### src/rtl/tmds_decoder_dvi_if.sv
// Word-level connection between one TMDS receive channel's deserializer and its decoder.
interface tmds_decoder_dvi_if;
  logic       i_clk_lock;
  logic [9:0] i_tmds;
  logic [7:0] o_data;
  logic [1:0] o_ctrl;
  logic       o_de;
  logic       o_locked;
  logic [3:0] o_offset;

  modport master (
    output i_clk_lock, i_tmds,
    input  o_data, o_ctrl, o_de, o_locked, o_offset
  );

  modport slave (
    input  i_clk_lock, i_tmds,
    output o_data, o_ctrl, o_de, o_locked, o_offset
  );
endinterface

### src/rtl/tmds_decoder_dvi.sv
// One DVI TMDS receive channel: bit-slip word alignment on control tokens,
// then 10b->8b data decode or 2-bit control decode with display enable.
module tmds_decoder_dvi #(
  parameter int LOCK_TOKENS = 64,
  parameter int SLIP_WAIT   = 4096
) (
  input  logic              i_pix_clk,
  input  logic              i_rst,
  tmds_decoder_dvi_if.slave bus
);
  localparam int               MAX_P     = (LOCK_TOKENS > SLIP_WAIT) ? LOCK_TOKENS : SLIP_WAIT;
  localparam int               CNT_W     = $clog2(MAX_P + 1);
  localparam logic [CNT_W-1:0] CNT_ZERO  = {CNT_W{1'b0}};
  localparam logic [CNT_W-1:0] CNT_ONE   = {{(CNT_W-1){1'b0}}, 1'b1};
  localparam logic [CNT_W-1:0] CNT_MAX   = {CNT_W{1'b1}};
  localparam logic [CNT_W-1:0] LOCK_N    = CNT_W'(LOCK_TOKENS);
  localparam logic [CNT_W-1:0] SLIP_N    = CNT_W'(SLIP_WAIT);
  localparam logic [3:0]       OFF_LAST  = 4'd9;

  typedef enum logic [0:0] {
    ST_SEARCH = 1'b0,
    ST_LOCKED = 1'b1
  } state_t;

  // Returns {hit, c1, c0} for the four control tokens.
  function automatic logic [2:0] token_lookup(input logic [9:0] q);
    logic [2:0] r;
    case (q)
      10'b1101010100: r = 3'b100;
      10'b0010101011: r = 3'b101;
      10'b0101010100: r = 3'b110;
      10'b1010101011: r = 3'b111;
      default:        r = 3'b000;
    endcase
    return r;
  endfunction

  function automatic logic [7:0] tmds_decode(input logic [9:0] q);
    logic [7:0] t;
    logic [7:0] d;
    t    = q[9] ? ~q[7:0] : q[7:0];
    d[0] = t[0];
    for (int i = 1; i < 8; i++) begin
      d[i] = q[8] ? (t[i] ^ t[i-1]) : ~(t[i] ^ t[i-1]);
    end
    return d;
  endfunction

  state_t           state_r;
  state_t           state_n;
  logic [9:0]       prev_r;
  logic [9:0]       aligned_r;
  logic [3:0]       off_r;
  logic [3:0]       off_n;
  logic [3:0]       off_next_s;
  logic [CNT_W-1:0] tok_cnt_r;
  logic [CNT_W-1:0] tok_cnt_n;
  logic [CNT_W-1:0] timer_r;
  logic [CNT_W-1:0] timer_n;
  logic [CNT_W-1:0] tok_inc_s;
  logic [CNT_W-1:0] timer_inc_s;
  logic [CNT_W-1:0] tok_step_s;
  logic [CNT_W-1:0] timer_lk_s;
  logic [19:0]      window_s;
  logic [9:0]       slice_s;
  logic [2:0]       token_s;
  logic             is_tok_s;
  logic [7:0]       data_r;
  logic [1:0]       ctrl_r;
  logic             de_r;

  assign window_s    = {bus.i_tmds, prev_r};
  assign slice_s     = 10'(window_s >> off_r);
  assign token_s     = token_lookup(aligned_r);
  assign is_tok_s    = token_s[2];
  assign tok_inc_s   = (tok_cnt_r == CNT_MAX) ? tok_cnt_r : tok_cnt_r + CNT_ONE;
  assign timer_inc_s = (timer_r == CNT_MAX) ? timer_r : timer_r + CNT_ONE;
  assign tok_step_s  = is_tok_s ? tok_inc_s : CNT_ZERO;
  assign timer_lk_s  = is_tok_s ? CNT_ZERO : timer_inc_s;
  assign off_next_s  = (off_r == OFF_LAST) ? 4'd0 : off_r + 4'd1;

  // Alignment FSM next state: lock on a run of tokens, slip one bit on timeout.
  always_comb begin
    state_n   = state_r;
    off_n     = off_r;
    tok_cnt_n = tok_cnt_r;
    timer_n   = timer_r;
    if (!bus.i_clk_lock) begin
      state_n   = ST_SEARCH;
      tok_cnt_n = CNT_ZERO;
      timer_n   = CNT_ZERO;
    end else begin
      case (state_r)
        ST_SEARCH: begin
          // Lock takes priority; a token arriving as the timer expires is discarded by the slip.
          if (tok_step_s >= LOCK_N) begin
            state_n   = ST_LOCKED;
            tok_cnt_n = tok_step_s;
            timer_n   = CNT_ZERO;
          end else if (timer_inc_s >= SLIP_N) begin
            off_n     = off_next_s;
            tok_cnt_n = CNT_ZERO;
            timer_n   = CNT_ZERO;
          end else begin
            tok_cnt_n = tok_step_s;
            timer_n   = timer_inc_s;
          end
        end
        ST_LOCKED: begin
          if (timer_lk_s >= SLIP_N) begin
            state_n   = ST_SEARCH;
            off_n     = off_next_s;
            tok_cnt_n = CNT_ZERO;
            timer_n   = CNT_ZERO;
          end else begin
            timer_n   = timer_lk_s;
          end
        end
        default: begin
          state_n   = ST_SEARCH;
          tok_cnt_n = CNT_ZERO;
          timer_n   = CNT_ZERO;
        end
      endcase
    end
  end

  // Input window, aligned word and alignment state registers.
  always_ff @(posedge i_pix_clk or posedge i_rst) begin
    if (i_rst) begin
      prev_r    <= 10'd0;
      aligned_r <= 10'd0;
      off_r     <= 4'd0;
      state_r   <= ST_SEARCH;
      tok_cnt_r <= CNT_ZERO;
      timer_r   <= CNT_ZERO;
    end else begin
      prev_r    <= bus.i_tmds;
      aligned_r <= slice_s;
      off_r     <= off_n;
      state_r   <= state_n;
      tok_cnt_r <= tok_cnt_n;
      timer_r   <= timer_n;
    end
  end

  // Decoded output register; enable follows the state being entered so lock loss gates it at once.
  always_ff @(posedge i_pix_clk or posedge i_rst) begin
    if (i_rst) begin
      data_r <= 8'd0;
      ctrl_r <= 2'd0;
      de_r   <= 1'b0;
    end else if (is_tok_s) begin
      data_r <= 8'd0;
      ctrl_r <= token_s[1:0];
      de_r   <= 1'b0;
    end else begin
      data_r <= tmds_decode(aligned_r);
      ctrl_r <= ctrl_r;
      de_r   <= (state_n == ST_LOCKED);
    end
  end

  assign bus.o_data   = data_r;
  assign bus.o_ctrl   = ctrl_r;
  assign bus.o_de     = de_r;
  assign bus.o_locked = (state_r == ST_LOCKED);
  assign bus.o_offset = off_r;
endmodule
### src/flat_wrapper.sv
// flat-port wrapper written by rule: the top's interface ports become plain ports
module tmds_decoder_dvi_flat 
#(
  parameter int LOCK_TOKENS = 64,
  parameter int SLIP_WAIT   = 4096
)
  (i_pix_clk, i_rst, bus_i_clk_lock, bus_i_tmds, bus_o_data, bus_o_ctrl, bus_o_de, bus_o_locked, bus_o_offset);
  tmds_decoder_dvi_if bus_i ();
  input  logic i_pix_clk;
  input  logic i_rst;
  input wire logic [$bits(bus_i.i_clk_lock)-1:0] bus_i_clk_lock;
  input wire logic [$bits(bus_i.i_tmds)-1:0] bus_i_tmds;
  output wire logic [$bits(bus_i.o_data)-1:0] bus_o_data;
  output wire logic [$bits(bus_i.o_ctrl)-1:0] bus_o_ctrl;
  output wire logic [$bits(bus_i.o_de)-1:0] bus_o_de;
  output wire logic [$bits(bus_i.o_locked)-1:0] bus_o_locked;
  output wire logic [$bits(bus_i.o_offset)-1:0] bus_o_offset;
  assign bus_i.i_clk_lock = bus_i_clk_lock;
  assign bus_i.i_tmds = bus_i_tmds;
  assign bus_o_data = bus_i.o_data;
  assign bus_o_ctrl = bus_i.o_ctrl;
  assign bus_o_de = bus_i.o_de;
  assign bus_o_locked = bus_i.o_locked;
  assign bus_o_offset = bus_i.o_offset;
  tmds_decoder_dvi #(.LOCK_TOKENS(LOCK_TOKENS), .SLIP_WAIT(SLIP_WAIT)) u_core (.i_pix_clk(i_pix_clk), .i_rst(i_rst), .bus(bus_i));
endmodule
### config.mk
export PLATFORM = sky130hd
export DESIGN_NAME = tmds_decoder_dvi_flat
export DESIGN_NICKNAME = d
export VERILOG_FILES = /design/src/rtl/tmds_decoder_dvi_if.sv /design/src/rtl/tmds_decoder_dvi.sv /design/src/flat_wrapper.sv
export SDC_FILE = /design/constraint.sdc
export NUM_CORES = 1
export LEC_CHECK = 0
export CAP_MARGIN = 15
export CORE_MARGIN = 10
export CORE_UTILIZATION = 56
export CTS_BUF_LIST = sky130_fd_sc_hd__clkbuf_8
export DETAILED_ROUTE_END_ITERATION = 12
export PLACE_DENSITY = 0.74
export SETUP_SLACK_MARGIN = 0.2
export SYNTH_ARGS = -nofsm -noshare
export SYNTH_HDL_FRONTEND = slang
export SYNTH_SLANG_ARGS = --single-unit
### constraint.sdc
create_clock -name i_pix_clk -period 2.3 [get_ports i_pix_clk]
set_input_delay 0.23 -clock i_pix_clk [delete_from_list [all_inputs] [get_ports i_pix_clk]]
set_output_delay 0.23 -clock i_pix_clk [all_outputs]
set_load 0.1 [all_outputs]
# After elaboration in Yosys (flattened, before gate mapping)
# Index checks and enable logic that the tools add are counted.
# word_totals
ff_bits	62
in_bits	13
output_inout_bits	16
word_cells	78
# op_classes
addsub	3
order_cmp	3
eq_ne	11
n_shift	1
mux	34
bitwise_logic	16
n_reduce_logical	1
# op_table
op	count
$mux 13	12
$pmux 13 s2	2
$add 13x1->13 const B	2
$eq 13x13->1 const B	2
$ge 13x13->1 const B	2
$eq 10x10->1 const B	2
$shr 20x4->10	1
$mux 4	4
$mux 8	2
$ge 13x7->1 const B	1
$pmux 3 s4	1
$mux 1	11
$eq 10x8->1 const B	1
$eq 10x9->1 const B	1
$not 1->1	8
$not 8->8	1
$pmux 4 s2	1
$xor 1x1->1	7
$add 4x1->4 const B	1
$eq 4x4->1 const B	1
$ne 2x2->1 const B	2
$reduce_and 4->1	1
$ne 3x3->1 const B	1
$ne 2x1->1 const B	1
$pmux 1 s2	1

# Logic depth before layout (Yosys ltp)
# depth
word_depth	8
mapped_depth	8
ltp_nobuf	7

# Least setup slack after synthesis
# OpenSTA, ideal clock, no wires.
# synth_timing
path_kind	register -> register
from	register u_core.off_r[0], in the netlist u_core.bus.o_offset[0]
to	register u_core.off_r[3], in the netlist u_core.bus.o_offset[3]
setup_time_ns	0.124
arrival_ns	2.364
required_ns	2.176
setup_slack_ns	-0.188
stages_incl_launch_ff	7
path_buffers	2
synth_period_minus_slack_ns	2.488
path_cell_list	dfrtp_1 -> buf_2 -> buf_2 -> o211a_1 -> o21ai_1 -> o311a_1 -> a211o_1
# synth_via
elab_chain_len	5
elab_cells_between_ends	7
classes_between	1 x add/sub; 1 x eq/ne; 5 x mux
# synth_rtl
item	line	rtl
start: declaration	tmds_decoder_dvi.sv:53	logic [3:0] off_r;
start signal: assignment	tmds_decoder_dvi.sv:140	off_r <= off_n;
$add 4x1->4 / $eq 4x4->1 (equally long branches)	tmds_decoder_dvi.sv:80	assign off_next_s = (off_r == OFF_LAST) ? 4'd0 : off_r + 4'd1;
$mux 4 (*)	tmds_decoder_dvi.sv:80	
$mux 4	tmds_decoder_dvi.sv:100	end else if (timer_inc_s >= SLIP_N) begin
$mux 4	tmds_decoder_dvi.sv:96	if (tok_step_s >= LOCK_N) begin
$pmux 4 s2 (*)	tmds_decoder_dvi.sv:93	case (state_r)
# Mark *: on every way between the ends. The rest lies on a longest branch, timed or not. The select of a mux whose other input is x is not followed.
# A chain may end at the register's enable or synchronous reset.

# Final worst setup path
# layout_timing
from	register u_core.tok_cnt_r[0]
to	register u_core.timer_r[10]
# layout_via
elab_chain_len	7
elab_cells_between_ends	8
classes_between	1 x add/sub; 1 x order compare; 1 x eq/ne; 5 x mux
# layout_rtl
item	line	rtl
start: declaration	tmds_decoder_dvi.sv:56	logic [CNT_W-1:0] tok_cnt_r;
start signal: assignment	tmds_decoder_dvi.sv:142	tok_cnt_r <= tok_cnt_n;
$add 13x1->13 / $eq 13x13->1 (equally long branches)	tmds_decoder_dvi.sv:76	assign tok_inc_s = (tok_cnt_r == CNT_MAX) ? tok_cnt_r : tok_cnt_r + CNT_ONE;
$mux 13 (*)	tmds_decoder_dvi.sv:76	
$mux 13 (*)	tmds_decoder_dvi.sv:78	assign tok_step_s = is_tok_s ? tok_inc_s : CNT_ZERO;
$ge 13x7->1 (*)	tmds_decoder_dvi.sv:96	
$mux 13 (*)	tmds_decoder_dvi.sv:96	
$pmux 13 s2 (*)	tmds_decoder_dvi.sv:93	
$mux 13 (*)	tmds_decoder_dvi.sv:88	if (!bus.i_clk_lock) begin
named net u_core.timer_n[10]	tmds_decoder_dvi.sv:59	logic [CNT_W-1:0] timer_n;
end signal: assignment	tmds_decoder_dvi.sv:143	timer_r <= timer_n;
end: declaration	tmds_decoder_dvi.sv:58	logic [CNT_W-1:0] timer_r;
# The timed path passes the listed nets; every way through them passes the cells marked *.

==> results by group <==
Timing
  – Final WS setup: 0.184 ns
  – Clk_skew: 0.00847 ns
  – Hold Vio Cnt, Final: 0
  – Slew headroom: roughly three fifths
  – Total negative setup slack: 0 ns
  – Final worst path period need: around 2.1 ns
  – Slew @ Worst Pin: between 0.6 and 0.7 ns
  – F_max: approximately 470 MHz
  – Fin crit share: around nine tenths
  – Final setup viols: 0
  – Pins Over Slew Limit: 0
  – Unrepaired setup endpoints after global routing: yes

Floorplanning
  – Die area: around 0.010 mm^2
  – Io pins: 29
  – Row cnt: 29
  – Die Width: around 100 um
  – Core Footprint: roughly 0.0063 mm^2
  – Die Y: between 100 and 150 um
  – Starting density of the core: a little under three fifths

Route
  – Final ANT Viol Nets: 0
  – Routed wire length per instance: roughly 16 um
  – Drt total wl: a little over 8 mm
  – Via/cell ratio: 5.84
  – Via Count: 2925
  – Drc violations: 0
  – Detailed Routing Iterations Pass 1: 4
  – Drt initial violations: 220

Logic synthesis
  – Yosys warnings: 0
  – Syn Inst Count: 374
  – Post-Syn Area: around 0.0036 mm^2
  – Syn Nets: 389
  – Flop and latch count out of synthesis: 62
  – Post-Syn Area per Cell: 9.62 um^2
  – Synth Flop Type: dfrtp_1
  – Leading post-synthesis cells by cell area: dfrtp_1, nand2_1, mux2i_1, xnor2_1, mux4_2
  – Netlist cell types: 67
  – Synth top area share: 43.1%
  – Post-synth EDFFs: 0
  – Post-synth top area cell: dfrtp_1
  – Fraction of registers with async set/reset: 100%
  – Register area share after synthesis: 43.1%

Setup path
  – Worst Reg2Reg Path Length in Cells: 9
  – Crit path capture: u_core.timer_r[10]$_DFF_PP0_
  – Reg2Reg Launch Point: u_core.tok_cnt_r[0]$_DFFE_PP0P_
  – Setup slack, reg-to-reg: ~0.18 ns
  – Slowest Stage Delay on Critical Path: between 0.3 and 0.4 ns
  – Endpoint type of the worst setup path: flip-flop
  – CP top delay family: simple AND/OR/NAND/NOR gates
  – Worst Path Max Fanout: 12
  – Crit path top cell by count: nand4_1
  – WP data required: roughly 2.6 ns
  – RR Endpoint: u_core.timer_r[10]$_DFF_PP0_
  – CP Launch Point: u_core.tok_cnt_r[0]$_DFFE_PP0P_
  – Worst path depth: 9
  – CP startpoint kind: flip-flop
  – Slowest cell on crit path: dfrtp_1
  – WS Path Type: flip-flop to flip-flop
  – Worst path bufs/invs: 2
  – Critical-path cell list: ha_2 -> nand4_1 -> nand4b_1 -> a21oi_2 -> nand4_1 -> buf_6 -> o21a_1 -> buf_12 -> nor4_2
  – Worst path arrival time: around 2.4 ns

Global route
  – Global-route wire length before repair: between 10 and 15 mm
  – Initial antenna violation count: 0
  – Largest net degree at the start of global routing: 33
  – Overflow after GRT: 0
  – Vias in the first global route: approximately 2.8k
  – GRT Resource Usage Total: 15.8%

Power and ir drop
  – PwrDens: 1140 mW/mm^2
  – Static leakage: about 0.0019 uW
  – Max rail drop VDD: between 1 and 1.5 mV

Placed design
  – HPWL Detailed: between 5 and 6 mm
  – Final GP Congestion: between 0.8 and 0.9
  – IO buf count: 28
  – DP Worst Slack: between 0.06 and 0.07 ns

Clocking
  – H-tree depth: 3
  – Root buffer cell: clkbuf_8
  – Clock sinks: 62
  – Clock Path Buffers: 2
  – Worst-path clk slew: about 0.07 ns
  – CTS buffer count: 9
  – Worst-Skew Late Latency: 0.34 ns
  – TritonCTS clock tree: yes

Layout
  – Area growth from synthesis to layout: 23.8%
  – Seq. cell area: 0.00156 mm^2
  – Share of layout cells above drive strength 1: between 20% and 30%
  – Multi-input gate area: ~0.0021 mm^2
  – # fillers: about 480
  – N_diodes: 0
  – Final #Nets: between 400 and 500

Min path
  – Worst Hold Class: input port to asynchronous set/reset pin

Run
  – Max cap viols: 0

Status
  – Status: complete, no violations
## area by class of cell
type / instances / share of cell area [%]
inverters: 11 / 0.926
clock inverters: 4 / 1.07
well taps: 77 / 2.16
flip-flops and latches: 62 / 35.0
multi-input cells: 282 / 47.0
repair buffers: 54 / 10.5
clock buffers: 11 / 3.40
## cell families after synthesis
| group | share of synthesized area [%] |
|---|---|
| buf+inv | 3.68 |
| flops | 43.1 |
| compound gates | 16.2 |
| other cells | 0.104 |
| xor+xnor | 5.60 |
| mux | 9.18 |
| simple gates | 21.4 |
| fa+ha+maj | 0.695 |
## registers in the layout, summed over array words and instances (netlist names)
signal / count
u_core.timer_r: 13
u_core.tok_cnt_r: 13
u_core.bus.o_ctrl: 2
u_core.prev_r: 10
u_core.bus.o_de: 1
u_core.aligned_r: 10
u_core.bus.o_locked: 1
u_core.bus.o_data: 8
u_core.bus.o_offset: 4
## worst reg2reg max path: stages, from the launching register on
cell,delay [ns]
dfrtp_1,0.38
ha_2,0.19
nand4_1,0.16
nand4b_1,0.25
a21oi_2,0.18
nand4_1,0.14
buf_6,0.17
o21a_1,0.21
buf_12,0.16
nor4_2,0.19
## power by group
group | total [uW] | switching, uW | internal, uW
Clock | 958 | 409 | 549
Combinational | 2520 | 1640 | 875
Sequential | 1590 | 259 | 1330
## per-layer routing
| layer | part of all wire (%) | vias to the layer above | global-route usage, % |
|---|---|---|---|
| li1 | - | 1445 | - |
| met1 | 45 | 1403 | 21.1 |
| met2 | 48 | 66 | 24.6 |
| met3 | 5.1 | 11 | 4.53 |
| met4 | 1.4 | 0 | 4.46 |
| met5 | 0 | - | 0 |
## cells in the mapped netlist, types with 5 or more instances
cell type,n
inv_1,10
clkbuf_1,11
mux2i_1,15
and2_1,8
mux4_2,6
nand3_1,11
dfrtp_1,62
o21a_1,5
a21oi_1,19
nand2_1,47
xnor2_1,17
and3_1,6
nor2_1,33
xor2_1,6
nor3_1,11
o21ai_0,13
a211oi_1,8
nand4_1,7
## worst min path at each step
stage / start / cells after the start / endpoint / slack [ns]
finish: i_rst / 2 / u_core.bus.o_ctrl[0]$_DFFE_PP0N_ / 0.18
global route: i_rst / 2 / u_core.bus.o_de$_DFF_PP0_ / 0.23
global placement: u_core.timer_r[0]$_DFF_PP0_ / 1 / u_core.timer_r[0]$_DFF_PP0_ / 0.46
CTS: i_rst / 2 / u_core.bus.o_ctrl[0]$_DFFE_PP0N_ / 0.20
floorplan: bus_i_tmds[0] / 0 / u_core.prev_r[0]$_DFF_PP0_ / 0.26
detailed placement: u_core.timer_r[0]$_DFF_PP0_ / 1 / u_core.timer_r[0]$_DFF_PP0_ / 0.49
## stage by stage
step | hold WS (ns) | std cells | cell area (um^2) | util [%] | total power [uW]
after floorplan | 0.261 | 374 | 3610 | - | 3610
after global placement | 0.465 | 478 | 4010 | 63.5 | 4060
after detailed placement | 0.487 | 478 | 4010 | 63.5 | 4110
after CTS | 0.199 | 494 | 4230 | 67.0 | 5060
after global routing | 0.227 | 501 | 4460 | 70.6 | 5360
final | 0.183 | 501 | 4460 | 70.6 | 5070
## cell usage in the layout (no fill, tap or decap), drive strengths merged, types with 11 or more instances in the layout
cell type      instances
nor3                  11
clkdlybuf4s50         12
buf                   42
xnor2                 17
mux2i                 15
a21oi                 19
inv                   11
nand2                 47
o21ai                 17
nor2                  33
dfrtp                 62
nand3                 11
clkbuf                11
## what timing repair did
action,in CTS,in global routing
setup endpoints to repair,22,27
resized for setup,3,42
pin swaps,1,19
hold buffers,0,0
buffers inserted,1,7
cloned,0,0
Power figures use the tool's default switching activity.
